### config.mk
export PLATFORM = sky130hd
export DESIGN_NAME = frame_mem_arbiter
export DESIGN_NICKNAME = d
export VERILOG_FILES = /design/src/rtl/frame_mem_pkg.sv /design/src/rtl/frame_mem_rd_pipe.sv /design/src/rtl/frame_mem_arbiter.sv
export SDC_FILE = /design/constraint.sdc
export NUM_CORES = 1
export LEC_CHECK = 0
export ABC_CLOCK_PERIOD_IN_PS = 2350
export CAP_MARGIN = 15
export CELL_PAD_IN_SITES_DETAIL_PLACEMENT = 2
export CELL_PAD_IN_SITES_GLOBAL_PLACEMENT = 2
export CORE_UTILIZATION = 26
export DETAILED_ROUTE_END_ITERATION = 10
export PLACE_DENSITY = 0.86
export SYNTH_ARGS = -nofsm -noshare
export SYNTH_HDL_FRONTEND = slang
export SYNTH_SLANG_ARGS = --single-unit
### constraint.sdc
create_clock -name clk -period 2.35 [get_ports clk]
set_clock_uncertainty 0.15 [all_clocks]
set_input_delay 0.235 -clock clk [delete_from_list [all_inputs] [get_ports clk]]
set_output_delay 0.235 -clock clk [all_outputs]
set_load 0.02 [all_outputs]
### src/rtl/frame_mem_pkg.sv
`default_nettype none
// ============================================================================
// Module   : frame_mem_pkg
// Purpose  : Tile frame memory geometry and clear-sweep state encoding.
// Revision : 1.0  initial release
// ============================================================================
package frame_mem_pkg;

   localparam int TILE_COLS = 80;
   localparam int TILE_ROWS = 60;
   localparam int DEPTH     = TILE_COLS * TILE_ROWS;
   localparam int AW        = 13;
   localparam int DW        = 24;
   localparam int MAX_WAIT  = 8;

   typedef enum logic {
      IDLE  = 1'b0,
      CLEAR = 1'b1
   } clr_state_t;

   // Row-major tile index, shared with the display address generator.
   function automatic logic [AW-1:0] tile_addr(input logic [6:0] col, input logic [5:0] row);
      return AW'(row) * AW'(TILE_COLS) + AW'(col);
   endfunction

endpackage
`default_nettype wire

### src/rtl/frame_mem_rd_pipe.sv
`default_nettype none
// ============================================================================
// Module   : frame_mem_rd_pipe
// Purpose  : Two-stage valid/out-of-range shift pipeline registering RAM read data.
// Revision : 1.0  initial release
// ============================================================================
module frame_mem_rd_pipe #(
   parameter int DW = 24
) (
   input  logic          clk,
   input  logic          rst_n,
   input  logic          acc,
   input  logic          acc_oor,
   input  logic [DW-1:0] mem_rdata,
   output logic [DW-1:0] rd_data,
   output logic          rd_valid
);

   logic [1:0] r_vld;
   logic [1:0] r_oor;

   // Stage 0 tracks the address cycle, stage 1 the RAM data cycle.
   always_ff @(posedge clk or negedge rst_n) begin
      if (!rst_n) begin
         r_vld    <= '0;
         r_oor    <= '0;
         rd_valid <= 1'b0;
         rd_data  <= '0;
      end else begin
         r_vld    <= {r_vld[0], acc};
         r_oor    <= {r_oor[0], acc & acc_oor};
         rd_valid <= r_vld[1];
         if (r_vld[1]) begin
            rd_data <= r_oor[1] ? '0 : mem_rdata;
         end
      end
   end

endmodule
`default_nettype wire

### src/rtl/frame_mem_arbiter.sv
`default_nettype none
// ============================================================================
// Module   : frame_mem_arbiter
// Purpose  : Single-port frame memory arbiter: display reads, tile writes, clear sweep.
// Revision : 1.0  initial release
// ============================================================================
module frame_mem_arbiter #(
   parameter int DEPTH    = frame_mem_pkg::DEPTH,
   parameter int AW       = frame_mem_pkg::AW,
   parameter int DW       = frame_mem_pkg::DW,
   parameter int MAX_WAIT = frame_mem_pkg::MAX_WAIT
) (
   input  logic          clk,
   input  logic          rst_n,
   input  logic          rd_req,
   input  logic [AW-1:0] rd_addr,
   output logic          rd_gnt,
   output logic [DW-1:0] rd_data,
   output logic          rd_valid,
   input  logic          wr_req,
   input  logic [AW-1:0] wr_addr,
   input  logic [DW-1:0] wr_data,
   output logic          wr_gnt,
   input  logic          clr_start,
   input  logic [DW-1:0] clr_color,
   output logic          clr_busy,
   output logic [AW-1:0] mem_addr,
   output logic          mem_wen,
   output logic [DW-1:0] mem_wdata,
   input  logic [DW-1:0] mem_rdata
);

   import frame_mem_pkg::*;

   localparam int            WW          = $clog2(MAX_WAIT + 1);
   localparam logic [AW-1:0] c_depth     = AW'(DEPTH);
   localparam logic [AW-1:0] c_last_addr = AW'(DEPTH - 1);
   localparam logic [WW-1:0] c_max_wait  = WW'(MAX_WAIT);

   clr_state_t    r_state;
   logic [AW-1:0] r_clr_addr;
   logic [DW-1:0] r_clr_color;
   logic [WW-1:0] r_wr_wait;

   logic w_wr_urgent;
   logic w_clr_slot;
   logic w_rd_oor;
   logic w_wr_oor;

   // A starved write outranks reads; otherwise reads win and clear takes leftovers.
   assign w_wr_urgent = wr_req && (r_wr_wait == c_max_wait);
   assign wr_gnt      = wr_req && (w_wr_urgent || !rd_req);
   assign rd_gnt      = rd_req && !w_wr_urgent;
   assign w_clr_slot  = (r_state == CLEAR) && !rd_req && !wr_req;
   assign w_rd_oor    = (rd_addr >= c_depth);
   assign w_wr_oor    = (wr_addr >= c_depth);

   always_ff @(posedge clk or negedge rst_n) begin
      if (!rst_n) begin
         r_wr_wait <= '0;
      end else if (wr_req && !wr_gnt) begin
         if (r_wr_wait != c_max_wait) begin
            r_wr_wait <= r_wr_wait + 1'b1;
         end
      end else begin
         r_wr_wait <= '0;
      end
   end

   // RAM port; mem_addr holds when nobody is granted.
   always_ff @(posedge clk or negedge rst_n) begin
      if (!rst_n) begin
         mem_addr  <= '0;
         mem_wen   <= 1'b0;
         mem_wdata <= '0;
      end else if (wr_gnt) begin
         mem_addr  <= wr_addr;
         mem_wdata <= wr_data;
         mem_wen   <= !w_wr_oor;
      end else if (rd_gnt) begin
         mem_addr  <= rd_addr;
         mem_wen   <= 1'b0;
      end else if (w_clr_slot) begin
         mem_addr  <= r_clr_addr;
         mem_wdata <= r_clr_color;
         mem_wen   <= 1'b1;
      end else begin
         mem_wen   <= 1'b0;
      end
   end

   always_ff @(posedge clk or negedge rst_n) begin
      if (!rst_n) begin
         r_state     <= IDLE;
         r_clr_addr  <= '0;
         r_clr_color <= '0;
         clr_busy    <= 1'b0;
      end else begin
         case (r_state)
            IDLE: begin
               if (clr_start) begin
                  r_state     <= CLEAR;
                  r_clr_addr  <= '0;
                  r_clr_color <= clr_color;
                  clr_busy    <= 1'b1;
               end
            end
            CLEAR: begin
               if (w_clr_slot) begin
                  if (r_clr_addr == c_last_addr) begin
                     r_state    <= IDLE;
                     r_clr_addr <= '0;
                     clr_busy   <= 1'b0;
                  end else begin
                     r_clr_addr <= r_clr_addr + 1'b1;
                  end
               end
            end
            default: begin
               r_state  <= IDLE;
               clr_busy <= 1'b0;
            end
         endcase
      end
   end

   frame_mem_rd_pipe #(
      .DW (DW)
   ) u_rd_pipe (
      .clk       (clk),
      .rst_n     (rst_n),
      .acc       (rd_gnt),
      .acc_oor   (w_rd_oor),
      .mem_rdata (mem_rdata),
      .rd_data   (rd_data),
      .rd_valid  (rd_valid)
   );

endmodule
`default_nettype wire
; After elaboration in Yosys (flattened, before gate mapping)
; Cells that the tools add are included.
[word_totals]
in_bits = 103
wordCells = 68
reg_bits = 110
output_inout_bits = 66
[op_classes]
mux = 24
n_reduce_logical = 18
magnitude_cmp = 2
bitwise_logic = 2
eq_ne = 8
n_addsub = 2
[op_table]
columns = op, count
row1 = $mux 24, 4
row2 = $mux 13, 6
row3 = $ge 13x13->1 const B, 2
row4 = $pmux 13 s2, 1
row5 = $add 13x1->13 const B, 1
row6 = $eq 13x13->1 const B, 1
row7 = $mux 1, 9
row8 = $mux 4, 2
row9 = $logic_and 1x1->1, 6
row10 = $ne 2x1->1 const B, 3
row11 = $reduce_and 2->1, 3
row12 = $logic_not 1->1, 5
row13 = $add 4x1->4 const B, 1
row14 = $eq 4x4->1 const B, 1
row15 = $ne 2x2->1 const B, 2
row16 = $ne 4x4->1 const B, 1
row17 = $pmux 1 s2, 2
row18 = $reduce_and 3->1, 1
row19 = $reduce_bool 3->1, 1
row20 = $reduce_bool 2->1, 1
row21 = $and 1x1->1, 1
row22 = $logic_or 1x1->1, 1
row23 = $not 1->1, 1

; Depth between registers and ports, before layout
; Gate-level depths: netlist (run 1).
[depth]
depth_word = 7
depth_mapped = 7
ltp_nobuf = 6

; Cells and area by module
; From an unflattened synthesis (run 1), not the netlist that was laid out.
[unflattened]
hier_cells = 510
area_unflattened_um2 = 5008.6
[modules_own_cells]
columns = mod, seq_area_each_um2, instances, area_each_um2, cells_per_inst
row1 = frame_mem_arbiter, 2026.9, 1, 3726.1, 401
row2 = frame_mem_rd_pipe, 725.7, 1, 1282.5, 109

; Least setup slack after synthesis (run 1)
; OpenSTA, ideal clock, no wires.
[synth_timing]
path_type = register to register
start = reg r_clr_addr[10]
end = reg r_clr_addr[11]
setup_ps = 119
path_stages_with_launch = 6
t_arrival_ps = 1818
t_required_ps = 2081
slack_ps = 263
period_less_slack_ps = 2087
n_path_buf = 1
path_cell_list = dfrtp_1 or4b_1 or4_4 a21oi_2 buf_6 nor2_1
[synth_via]
elab_chain_cells = 4
word_cells_on_any_way = 5
cone_classes = add/sub: 1 / eq/ne: 1 / mux: 3
[synth_rtl]
columns = element, line_no
row1 = start: declaration, frame_mem_arbiter.sv:41  ; logic [AW-1:0] r_clr_addr;
row2 = start signal: assignment, frame_mem_arbiter.sv:115  ; r_clr_addr <= r_clr_addr + 1'b1;
row3 = $add 13x1->13 / $eq 13x13->1 (equally long branches), "frame_mem_arbiter.sv:115, frame_mem_arbiter.sv:110"
row4 = $mux 13 *, frame_mem_arbiter.sv:110  ; if (r_clr_addr == c_last_addr) begin
row5 = $mux 13 *, frame_mem_arbiter.sv:109  ; if (w_clr_slot) begin
row6 = $pmux 13 s2 *, frame_mem_arbiter.sv:99  ; case (r_state)
; Every way passes the cells marked *; elsewhere a longest branch is shown, timed or not. The select of a mux whose other input is x is not followed.
; A chain may end at the register's enable or synchronous reset.

; Worst setup path in the final report (run 1)
[layout_timing]
start = reg r_clr_addr[6]
end = reg r_clr_addr[9]
; The elaborated chain is that of the path after synthesis.

==> metrics.md, run 1 <==
| Metric | Value |
|---|---|
| Unrepaired setup endpoints after global routing | `false` |
| Die X | `139 um` |
| Commonest cells post-synth | `128 x nand2_1, 110 x dfrtp_1, 63 x o21ai_0` |
| Final setup viols | `0` |
| Failing checks | `DRC` |
| Drt drc | `12` |
| Vias in the first global route | `between 5k and 6k` |
| Post-CTS setup buffers | `0` |
| DRT Wirelength | `16.9 mm` |
| Area leader, netlist | `dfrtp_1` |
| Layout cell share with drive strength beyond 1 | `6.40%` |
| First drt pass iteration count | `7` |
| Register area share after synthesis | `56.8%` |
| Post-Layout Cell Count | `917` |
| Antenna viol nets, final | `0` |
| Largest net degree at the start of global routing | `between 60 and 70` |
| Ys flop type | `dfrtp_1` |
| Sw frac | `28.3%` |
| Crit end category | `flop` |
| Utilization after layout | `40.1%` |
| Max-slew violations | `0` |
| Adder-cell share of the synthesized area | `0.774%` |
| Area of the die | `a little under 0.02 mm^2` |
| Worst EP required | `2440 ps` |
| Peak supply drop | `0.388 mV` |
| Hold Crit Class | `input pin to asynchronous set/reset pin` |
| Final WS setup | `106 ps` |
| Data arrival, critical path | `2340 ps` |
| Final #Nets | `789` |
| Seq cells post-synth | `110` |
| CP max FO | `8` |
| Final Critical Period | `2240 ps` |
| Area Overhead vs Synth | `49.9%` |
| Simple-gate share of the synthesized area | `18.7%` |
| CTS Buf Count | `9` |
| Combinational family with the most area after synthesis | `simple AND/OR/NAND/NOR gates` |
| Clock buffer depth | `2` |
| # H-tree levels | `3` |
| Die Span Y | `139 um` |
| Gr usage total | `18.4%` |
| Diode count | `0` |
| Most frequent cell after synthesis | `nand2_1` |
| Post-Route Setup TNS | `0 ps` |
| DR vias/cell | `4.81` |
| Initial antenna violation count | `0` |
| Max Fclk | `446 MHz` |
| Place WS | `-86.8 ps` |
| Synth async-reset ratio | `100%` |
| Top post-synthesis cells by area | `dfrtp_1 57%, nand2_1 9.9%, o21ai_0 6.5%, mux2i_1 5.2%, nand3b_1 3.6%` |
| Cells after DPL | `900` |
| CP Launch Type | `flop` |
| Iteration-0 DRC Markers | `123` |
| Final Power | `5.34 mW` |
| Register share of total power | `44.3%` |
| Mux contribution to synthesized area | `5.16%` |
| Clock Latency Late Sink | `roughly 350 ps` |
| Reg area | `0.00275 mm^2` |
| Post-synth top area share | `a little under three fifths` |
| Synth Instances | `509` |
| Library cells used by synthesis | `38` |
| Status | `finished, violations left` |
| Comb power frac | `22.3%` |
| Synth warn | `0` |
| Std cell rows | `49` |
| Synthesized Nets | `615` |
| IO buf count | `168` |
| # IOs | `between 150 and 200` |
| Pint | `3.83 mW` |
| TritonCTS clock tree | `yes` |
| Post-Synth XOR/XNOR Area | `2.17%` |
| Syn Std Cell Area | `0.00485 mm^2` |
| Starting Density | `26.7%` |
| Measured slew at the worst slew-check pin | `around 610 ps` |
| Area occupied by multi-input gates | `0.00187 mm^2` |
| Vias | `4411` |
| Clk pwr share | `33.4%` |
| Routed wire per std cell | `18.5 um` |
| Mapped Avg Cell Area | `9.53 um^2` |
| Gpl congestion | `0.819` |
| Sw Pwr | `1.51 mW` |
| DP HPWL | `around 13 mm` |
| CTS root buffer | `clkbuf_16` |
| PD cells | `735 mW/mm^2` |
| Clock-pin slew on the worst setup and hold paths | `roughly 80 ps` |
| Clock Sinks | `110` |
| Fillers | `1973` |
| Max-slew headroom | `58.4%` |
| Global route total overflow | `0` |
| Complex-gate fraction of the synthesized area | `11.4%` |
| First-pass GRT wire length | `27.7 mm` |
| Crit Path Class | `flop to flop` |
| Number of synthesized flops with an enable pin | `0` |
| Lkg Pwr | `3.21 nW` |
| # Max-Cap Violations | `0` |
| Final Hold Viols | `0` |
| Final period util | `95.5%` |
| Core region area | `around 0.018 mm^2` |
## critical path: stages, from the launching register on
cell	delay (ps)
dfrtp_1	440
or4b_1	540
or4_4	570
a21oi_2	180
buf_4	180
nor2_1	70
## power groups by stage
stage | Clock (mW) | Combinational (mW) | Sequential [mW]
after floorplan | 0 | 0.351 | 2.52
after global placement | 0 | 1.15 | 2.38
after detailed placement | 0 | 1.21 | 2.41
after CTS | 1.85 | 1.22 | 2.37
after global routing | 1.91 | 1.30 | 2.40
final | 1.78 | 1.19 | 2.37
## path summary, 6_finish.rpt
check                                              from                                to  cells after the start  slack (ps)
max                           r_clr_addr[6]$_DFFE_PN0P_         r_clr_addr[9]$_DFFE_PN0P_                      5         110
min                                               rst_n  u_rd_pipe.rd_data[9]$_DFFE_PN0P_                      2         200
max reg2reg                   r_clr_addr[6]$_DFFE_PN0P_         r_clr_addr[9]$_DFFE_PN0P_                      5         110
min reg2reg                u_rd_pipe.r_oor[0]$_DFF_PN0_      u_rd_pipe.r_oor[1]$_DFF_PN0_                      0         200
max in group asynchronous                         rst_n          mem_wdata[9]$_DFFE_PN0P_                      3        1090
min in group clk           u_rd_pipe.r_oor[0]$_DFF_PN0_      u_rd_pipe.r_oor[1]$_DFF_PN0_                      0         200
## registers in the layout, summed over array words and instances (netlist names)
name and count:
r_wr_wait 4, r_state 1, r_clr_color 24, u_rd_pipe.r_vld 2, u_rd_pipe.rd_data 24, u_rd_pipe.rd_valid 1, r_clr_addr 13, clr_busy 1
u_rd_pipe.r_oor 2, mem_wdata 24, mem_addr 13, mem_wen 1
## placed cells by master, fill, tap and decap left out, drive strengths merged
cell type,n
clkdlybuf4s50,165
nand2,128
dfrtp,110
o21ai,63
inv,31
nor2,31
mux2i,25
buf,24
nand3b,23
a31oi,11
clkbuf,11
xnor2,9
a211oi,5
nand3,5
a21oi,5
nand4,3
a2111oi,3
xor2,3
ha,3
bufinv,3
nand2b,3
a21o,2
nor3,2
a222oi,2
dlygate4sd2,2
nor2b,2
o21a,1
or4b,1
or4,1
a211o,1
a32oi,1
and3,1
nor3b,1
or3b,1
o2111ai,1
nor4,1
o31ai,1
clkinv,1
clkinvlp,1
dlygate4sd3,1
## per-layer routing
metal  wire, um  global-route usage [%]  vias to the layer above  part of all wire (%)
li1           -                       -                     2037                     -
met1       6700                    21.2                     2258                    40
met2       9170                    34.1                      102                    54
met3        881                    4.52                       14                   5.2
met4        177                    4.02                        0                   1.0
met5          0                       0                        -                     0
## final cells by class
type	instances	share of cell area (%)
Sequential cell	110	37.9
Timing Repair Buffer	192	26.1
Multi-Input combinational cell	339	25.7
Tap cell	229	3.94
Clock buffer	11	3.34
Inverter	31	1.60
Clock inverter	5	1.46
## logic make-up (layout without fill, tap and decap cells)
kind of cell | count (synthesis) | count (layout)
buffers and inverters | 60 | 239
adder cells (fa/ha/maj) | 3 | 3
flip-flops | 110 | 110
AO/OA/AOI/OAI | 96 | 96
AND/OR/NAND/NOR | 203 | 203
multiplexers | 25 | 25
XOR/XNOR | 12 | 12
## through the flow
stage / hold WS, ps / instance area, um^2
4_1_cts: 201 / 7270
5_1_grt: 219 / 7270
6_report: 199 / 7270
3_3_place_gp: 37.0 / 6910
2_1_floorplan: -211 / 4850
3_5_place_dp: 31.6 / 6910
## repair_timing
item                                    4_1_cts  5_1_grt
hold buffers                                  1        0
resized for setup                             2        0
hold endpoints to repair                     25        0
endpoints found under the setup margin        2        0
Power figures use the tool's default switching activity.
==> run 2, diff against run 1 <==
--- a/config.mk
+++ b/config.mk
@@ -9,9 +9,11 @@
 export CAP_MARGIN = 15
 export CELL_PAD_IN_SITES_DETAIL_PLACEMENT = 2
 export CELL_PAD_IN_SITES_GLOBAL_PLACEMENT = 2
-export CORE_UTILIZATION = 26
+export CORE_UTILIZATION = 27
 export DETAILED_ROUTE_END_ITERATION = 10
-export PLACE_DENSITY = 0.86
+export HOLD_SLACK_MARGIN = 0.03
+export PLACE_DENSITY = 0.87
 export SYNTH_ARGS = -nofsm -noshare
 export SYNTH_HDL_FRONTEND = slang
+export SYNTH_HIERARCHICAL = 1
 export SYNTH_SLANG_ARGS = --single-unit
==> metrics.md, run 2 <==
| Metric | Value |
|---|---|
| Initial antenna violation count | `0 (unchanged)` |
| Worst EP required | `2410 ps (-30 ps)` |
| First-pass GRT wire length | `27.9 mm (+0.97%)` |
| Commonest non-fill, non-tap cell in the layout | `clkdlybuf4s50_1` |
| Clock-pin slew on the worst setup and hold paths | `70 ps (about the same)` |
| Register share of total power | `46.1% (+1.8 points)` |
| Max-slew violations | `0 (unchanged)` |
| Post-synth top area share | `55.0% (-1.8 points)` |
| CTS Buf Count | `9 (unchanged)` |
| Number of synthesized flops with an enable pin | `0 (unchanged)` |
| Critical path's slowest cell | `or4_1` |
| Final Critical Period | `2230 ps (-11.8 ps)` |
| Lkg Pwr | `3.25 nW (+1.5%)` |
| Hold Crit Class | `flop to flop` |
| Peak supply drop | `0.345 mV (-11%)` |
| Crit path cell chain | `or3b_1 > or4_1 > o21ai_4 > nor2_1` |
| Reg2reg end | `r_clr_addr[7]$_DFFE_PN0P_` |
| CP max FO | `10 (+2)` |
| Core region area | `0.0181 mm^2 (-0.34%)` |
| Drt drc | `28 (+16)` |
| Layout cell share with drive strength beyond 1 | `8.02% (+1.6 points)` |
| Mapped Avg Cell Area | `9.82 um^2 (+3.1%)` |
| Area of the die | `0.0191 mm^2 (-0.54%)` |
| # Max-Cap Violations | `0 (unchanged)` |
| Pint | `3.58 mW (-6.4%)` |
| Measured slew at the worst slew-check pin | `641 ps (+33.1 ps)` |
| DRT Wirelength | `17.2 mm (+1.6%)` |
| Reg2Reg Depth | `4 (-1)` |
| Area Overhead vs Synth | `46.1%` |
| Area occupied by multi-input gates | `0.00200 mm^2 (+7.2%)` |
| # H-tree levels | `3 (unchanged)` |
| Final #Nets | `787 (-0.25%)` |
| Syn Std Cell Area | `0.00501 mm^2 (+3.3%)` |
| Vias in the first global route | `5084 (+0.53%)` |
| Fillers | `1911 (-3.1%)` |
| Launch point of the worst path | `r_clr_addr[8]$_DFFE_PN0P_` |
| Sw frac | `29.8% (+1.5 points)` |
| Synth async-reset ratio | `100% (unchanged)` |
| DP HPWL | `12.8 mm (+1.8%)` |
| Iteration-0 DRC Markers | `162 (+32%)` |
| Final period util | `95.0% (-0.50 points)` |
| R2r startpoint | `r_clr_addr[8]$_DFFE_PN0P_` |
| Synthesized Nets | `616 (+0.16%)` |
| Hold Slack | `200 ps (+1.63 ps)` |
| CP endpoint | `r_clr_addr[7]$_DFFE_PN0P_` |
| Most frequent cells in the layout | `165 x clkdlybuf4s50_1, 129 x nand2_1, 109 x dfrtp_1` |
| Clock Latency Late Sink | `350 ps (about the same)` |
| Seq cells post-synth | `110 (unchanged)` |
| Crit end category | `flop` |
| Area leader, netlist | `dfrtp_1` |
| Gr usage total | `18.8% (+0.41 points)` |
| DR vias/cell | `4.81 (about the same)` |
| Top post-synthesis cells by area | `dfrtp_1 55%, nand2_1 9.7%, mux2i_1 5.0%, o21ai_0 4.2%, nand3b_1 2.8%` |
| Die X | `138 um (-0.27%)` |
| Die Span Y | `138 um (-0.27%)` |
| Synth Instances | `510 (+0.20%)` |
| Std cell rows | `49 (unchanged)` |
| Global route total overflow | `0 (unchanged)` |
| Sw Pwr | `1.52 mW (+0.63%)` |
| Starting Density | `27.7% (+0.97 points)` |
| Final Hold Viols | `0 (unchanged)` |
| Status | `finished, violations left` |
| Worst reg2reg setup slack | `120 ps (about the same)` |
| CP Launch Type | `flop` |
| First drt pass iteration count | `7 (unchanged)` |
| Commonest cells post-synth | `129 x nand2_1, 110 x dfrtp_1, 42 x o21ai_0` |
| Antenna viol nets, final | `0 (unchanged)` |
| Gpl congestion | `0.820 (+0.15%)` |
| CTS root buffer | `clkbuf_16` |
| TritonCTS clock tree | `yes` |
| Reg area | `0.00275 mm^2 (about the same)` |
| # IOs | `169 (unchanged)` |
| Ys flop type | `dfrtp_1` |
| Post-Route Setup TNS | `0 ps (unchanged)` |
| Failing checks | `DRC` |
| Clk pwr share | `30.1% (-3.3 points)` |
| IO buf count | `168 (unchanged)` |
| Synth warn | `6 (+6)` |
| Crit Path Class | `flop to flop` |
| Library cells used by synthesis | `41 (+7.9%)` |
| PD cells | `698 mW/mm^2 (-5.1%)` |
| Unrepaired setup endpoints after global routing | `false` |
| CP peak stage delay | `680 ps (+110 ps)` |
| Post-CTS setup buffers | `0 (unchanged)` |
| Comb power frac | `23.8% (+1.5 points)` |
| Clock Sinks | `110 (unchanged)` |
| Diode count | `0 (unchanged)` |
| Largest net degree at the start of global routing | `63 (unchanged)` |
| Biggest regs | `mem_wdata x24, r_clr_color x24, u_rd_pipe/rd_data x24` |
| Vias | `4397 (-0.32%)` |
| Routed wire per std cell | `18.8 um (+1.9%)` |
| Max-slew headroom | `57.3% (-1.2 points)` |
| Final setup viols | `0 (unchanged)` |
| Register area share after synthesis | `55.0% (-1.8 points)` |
| Clock buffer depth | `2 (unchanged)` |
| Max Fclk | `448 MHz (+0.53%)` |
| Most frequent cell after synthesis | `nand2_1` |
| Data arrival, critical path | `2300 ps (-40 ps)` |
-- run 2: per-stage QoR --
stage               instances  utilization [%]  worst slack [ps]  cell area [um^2]  total power, mW
floorplan                 510                -               306              5010             2.88
finish                    915             40.5               117              7320             5.11
global route              915             40.5              50.9              7320             5.35
global placement          898             38.8              43.4              7020             3.54
detailed placement        898             38.8             -92.5              7020             3.62
CTS                       915             40.5               103              7320             5.19
-- run 2: area by class of cell --
| class | count | share of cell area (%) |
|---|---|---|
| well taps | 229 | 3.92 |
| multi-input cells | 341 | 27.3 |
| clock inverters | 6 | 0.838 |
| inverters | 30 | 1.54 |
| flip-flops and latches | 110 | 37.6 |
| clock buffers | 10 | 3.13 |
| repair buffers | 189 | 25.6 |
-- run 2: worst min path at each step --
stage	end	slack [ps]	startpoint	cells after the start
floorplan	clr_busy$_DFFE_PN0P_	-210	rst_n	0
global route	u_rd_pipe/r_oor[1]$_DFF_PN0_	220	u_rd_pipe/r_oor[0]$_DFF_PN0_	0
CTS	u_rd_pipe/r_vld[1]$_DFF_PN0_	200	u_rd_pipe/r_vld[0]$_DFF_PN0_	0
detailed placement	u_rd_pipe/rd_data[10]$_DFFE_PN0P_	50	rst_n	1
finish	u_rd_pipe/r_vld[1]$_DFF_PN0_	200	u_rd_pipe/r_vld[0]$_DFF_PN0_	0
global placement	u_rd_pipe/rd_data[10]$_DFFE_PN0P_	40	rst_n	1
-- run 2: kinds of logic (layout without fill, tap and decap cells) --
group                    Yosys count  count (layout)  synth area share (%)
XOR/XNOR                          12              12                  2.10
multiplexers                      25              25                  5.00
AND/OR/NAND/NOR                  204             204                  19.9
flip-flops                       110             110                  55.0
buffers and inverters             59             235                  5.42
adder cells (fa/ha/maj)            3               3                 0.750
AO/OA/AOI/OAI                     97              97                  11.9
-- run 2: timing repair --
item,in CTS,in global routing
gates resized for setup,2,0
hold buffers,1,0
endpoints found under the hold margin,28,0
endpoints found under the setup margin,2,0
-- run 2: critical path, delay by kind of cell (launching register included) --
family	cells	cell delay, ps
and+or+nand+nor	3	1200
DFF	1	380
AOI/OAI and AO/OA	1	370
-- run 2: metal layers --
| layer | global-route usage, % | up-vias | routed length (um) |
|---|---|---|---|
| met5 | 0 | - | 0 |
| met4 | 6.62 | 0 | 393 |
| met3 | 3.60 | 25 | 739 |
| met2 | 34.1 | 117 | 9020 |
| met1 | 22.1 | 2214 | 7060 |
| li1 | - | 2041 | - |
-- run 2: power groups by stage --
| stage | Combinational [mW] | Clock (mW) | Sequential [mW] |
|---|---|---|---|
| 4_1_cts | 1.24 | 1.59 | 2.36 |
| 3_5_place_dp | 1.23 | 0 | 2.39 |
| 6_report | 1.22 | 1.54 | 2.35 |
| 2_1_floorplan | 0.377 | 0 | 2.51 |
| 3_3_place_gp | 1.16 | 0 | 2.37 |
| 5_1_grt | 1.32 | 1.64 | 2.39 |
==> run 3, diff against run 2 <==
--- a/config.mk
+++ b/config.mk
@@ -10,7 +10,9 @@
 export CELL_PAD_IN_SITES_DETAIL_PLACEMENT = 2
 export CELL_PAD_IN_SITES_GLOBAL_PLACEMENT = 2
 export CORE_UTILIZATION = 27
+export CTS_CLUSTER_SIZE = 12
 export DETAILED_ROUTE_END_ITERATION = 10
+export GPL_TIMING_DRIVEN = 0
 export HOLD_SLACK_MARGIN = 0.03
 export PLACE_DENSITY = 0.87
 export SYNTH_ARGS = -nofsm -noshare
==> metrics.md, run 3 (synthesis gave the netlist of run 2 again) <==
| Metric | Value |
|---|---|
| DR vias/cell | `4.82 (+0.37%)` |
| Clock buffer depth | `2 (unchanged)` |
| Gpl congestion | `0.789 (-3.8%)` |
| First-pass GRT wire length | `28.5 mm (+2.0%)` |
| Most frequent cells in the layout | `165 x clkdlybuf4s50_1, 129 x nand2_1, 110 x dfrtp_1` |
| Final Hold Viols | `0 (unchanged)` |
| Die X | `138 um (unchanged)` |
| Reg2Reg Depth | `6 (+2)` |
| Std cell rows | `49 (unchanged)` |
| Worst EP required | `2420 ps (about the same)` |
| Data arrival, critical path | `2310 ps (about the same)` |
| Diode count | `0 (unchanged)` |
| Crit Path Class | `flop to flop` |
| Global route total overflow | `0 (unchanged)` |
| Max Fclk | `446 MHz (-0.44%)` |
| CTS root buffer | `clkbuf_16` |
| Highest Signal Layer | `met4` |
| Met3 WL | `622 um (-16%)` |
| Routed wl met2 | `9.68 mm (+7.3%)` |
| Largest net degree at the start of global routing | `56 (-11%)` |
| Die Span Y | `138 um (unchanged)` |
| TritonCTS clock tree | `yes` |
| CTS Buf Count | `9 (unchanged)` |
| Core region area | `0.0181 mm^2 (unchanged)` |
| Routed wire per std cell | `19.2 um (+2.2%)` |
| Area occupied by multi-input gates | `0.00201 mm^2 (+0.69%)` |
| Layout cell share with drive strength beyond 1 | `8.44% (+0.42 points)` |
| Peak supply drop | `0.362 mV (+5.1%)` |
| Iteration-0 DRC Markers | `147 (-9.3%)` |
| Vias in the first global route | `5127 (+0.85%)` |
| Fillers | `1915 (+0.21%)` |
| Clock Sinks | `110 (unchanged)` |
| Starting Density | `27.7% (unchanged)` |
| Drt drc | `28 (unchanged)` |
| Area of the die | `0.0191 mm^2 (unchanged)` |
| Max-slew headroom | `44.2% (-13 points)` |
| Lkg Pwr | `3.26 nW (+0.32%)` |
| DP HPWL | `13.9 mm (+8.2%)` |
| Biggest regs | `mem_wdata x24, r_clr_color x24, u_rd_pipe/rd_data x24` |
| Gr usage total | `19.3% (+0.47 points)` |
| Clock Latency Late Sink | `350 ps (about the same)` |
| Status | `finished, violations left` |
| Place WS | `-880 ps (-788 ps)` |
| IO buf count | `168 (unchanged)` |
| CP Launch Type | `flop` |
| WL met1 | `7.25 mm (+2.6%)` |
| Commonest non-fill, non-tap cell in the layout | `clkdlybuf4s50_1` |
| # Max-Cap Violations | `0 (unchanged)` |
| Hold Slack | `191 ps (-9.60 ps)` |
| Unrepaired setup endpoints after global routing | `false` |
| First drt pass iteration count | `7 (unchanged)` |
| Clock-pin slew on the worst setup and hold paths | `70 ps (about the same)` |
| Antenna viol nets, final | `0 (unchanged)` |
| Failing checks | `DRC` |
| Final Critical Period | `2240 ps (+9.83 ps)` |
| Measured slew at the worst slew-check pin | `835 ps (+194 ps)` |
| Area Overhead vs Synth | `46.9%` |
| Worst reg2reg setup slack | `110 ps (about the same)` |
| Initial antenna violation count | `0 (unchanged)` |
| Vias | `4476 (+1.8%)` |
| PD cells | `681 mW/mm^2 (-2.5%)` |
| Final #Nets | `801 (+1.8%)` |
| # IOs | `169 (unchanged)` |
| Max-slew violations | `0 (unchanged)` |
| DRT Wirelength | `17.8 mm (+3.6%)` |
| Hold Crit Class | `input pin to asynchronous set/reset pin` |
| Launch point of the worst path | `r_clr_addr[8]$_DFFE_PN0P_` |
| Final period util | `95.4% (+0.42 points)` |
| Reg area | `0.00275 mm^2 (about the same)` |
| Final WS setup | `107 ps (-9.83 ps)` |
| # H-tree levels | `3 (unchanged)` |
| R2r startpoint | `r_clr_addr[8]$_DFFE_PN0P_` |
| Crit end category | `flop` |
| Final setup viols | `0 (unchanged)` |
| CP max FO | `8 (-2)` |
run 3: power by group:
group | switching (mW) | internal (mW) | total (mW)
Sequential | 0.197 | 2.15 | 2.35
Clock | 0.680 | 0.744 | 1.42
Combinational | 0.626 | 0.610 | 1.24
Total | 1.50 | 3.51 | 5.01
run 3: repair_timing:
action                                  CTS  global route
setup buffers                             2             0
pin swaps                                 2             1
hold buffers                              1             0
endpoints found under the setup margin   37            28
endpoints found under the hold margin    74             0
resized for setup                        14            14
cloned                                    0             1
run 3: stage by stage:
step           power, mW  TNS, ps  util, %  cells  area (um^2)
3_3_place_gp        3.52  -382910     38.6    907         6980
2_1_floorplan       2.88        0        -    510         5010
3_5_place_dp        3.62   -14500     38.8    909         7020
5_1_grt             5.27        0     40.7    928         7360
6_report            5.01        0     40.7    928         7360
4_1_cts             5.08        0     40.6    927         7340
run 3: path summary, 6_finish.rpt:
kind / to
max: r_clr_addr[12]$_DFFE_PN0P_
min: mem_addr[4]$_DFFE_PN0P_
max reg2reg: r_clr_addr[12]$_DFFE_PN0P_
min reg2reg: u_rd_pipe/r_oor[1]$_DFF_PN0_
max in group asynchronous: r_clr_color[23]$_DFFE_PN0P_
min in group clk: u_rd_pipe/r_oor[1]$_DFF_PN0_
run 3: layout make-up:
type | instances | share of cell area, %
buffer | 29 | 2.40
clock buffer | 12 | 3.35
clock inverter | 3 | 0.289
inverter | 30 | 1.53
multi-input combinational | 342 | 27.4
sequential | 110 | 37.4
tap | 229 | 3.89
timing repair buffer | 173 | 23.8
run 3: layer usage:
metal	GRT usage, %	up-vias
li1	-	2066
met1	22.2	2273
met2	36.4	117
met3	2.81	20
met4	6.21	0
met5	0	-
run 3: worst max-delay path: stages, from the launching register on:
cell,delay (ps)
dfrtp_1,380
buf_6,140
or3b_1,390
or4_1,500
buf_2,190
o21ai_2,290
nor2_1,90
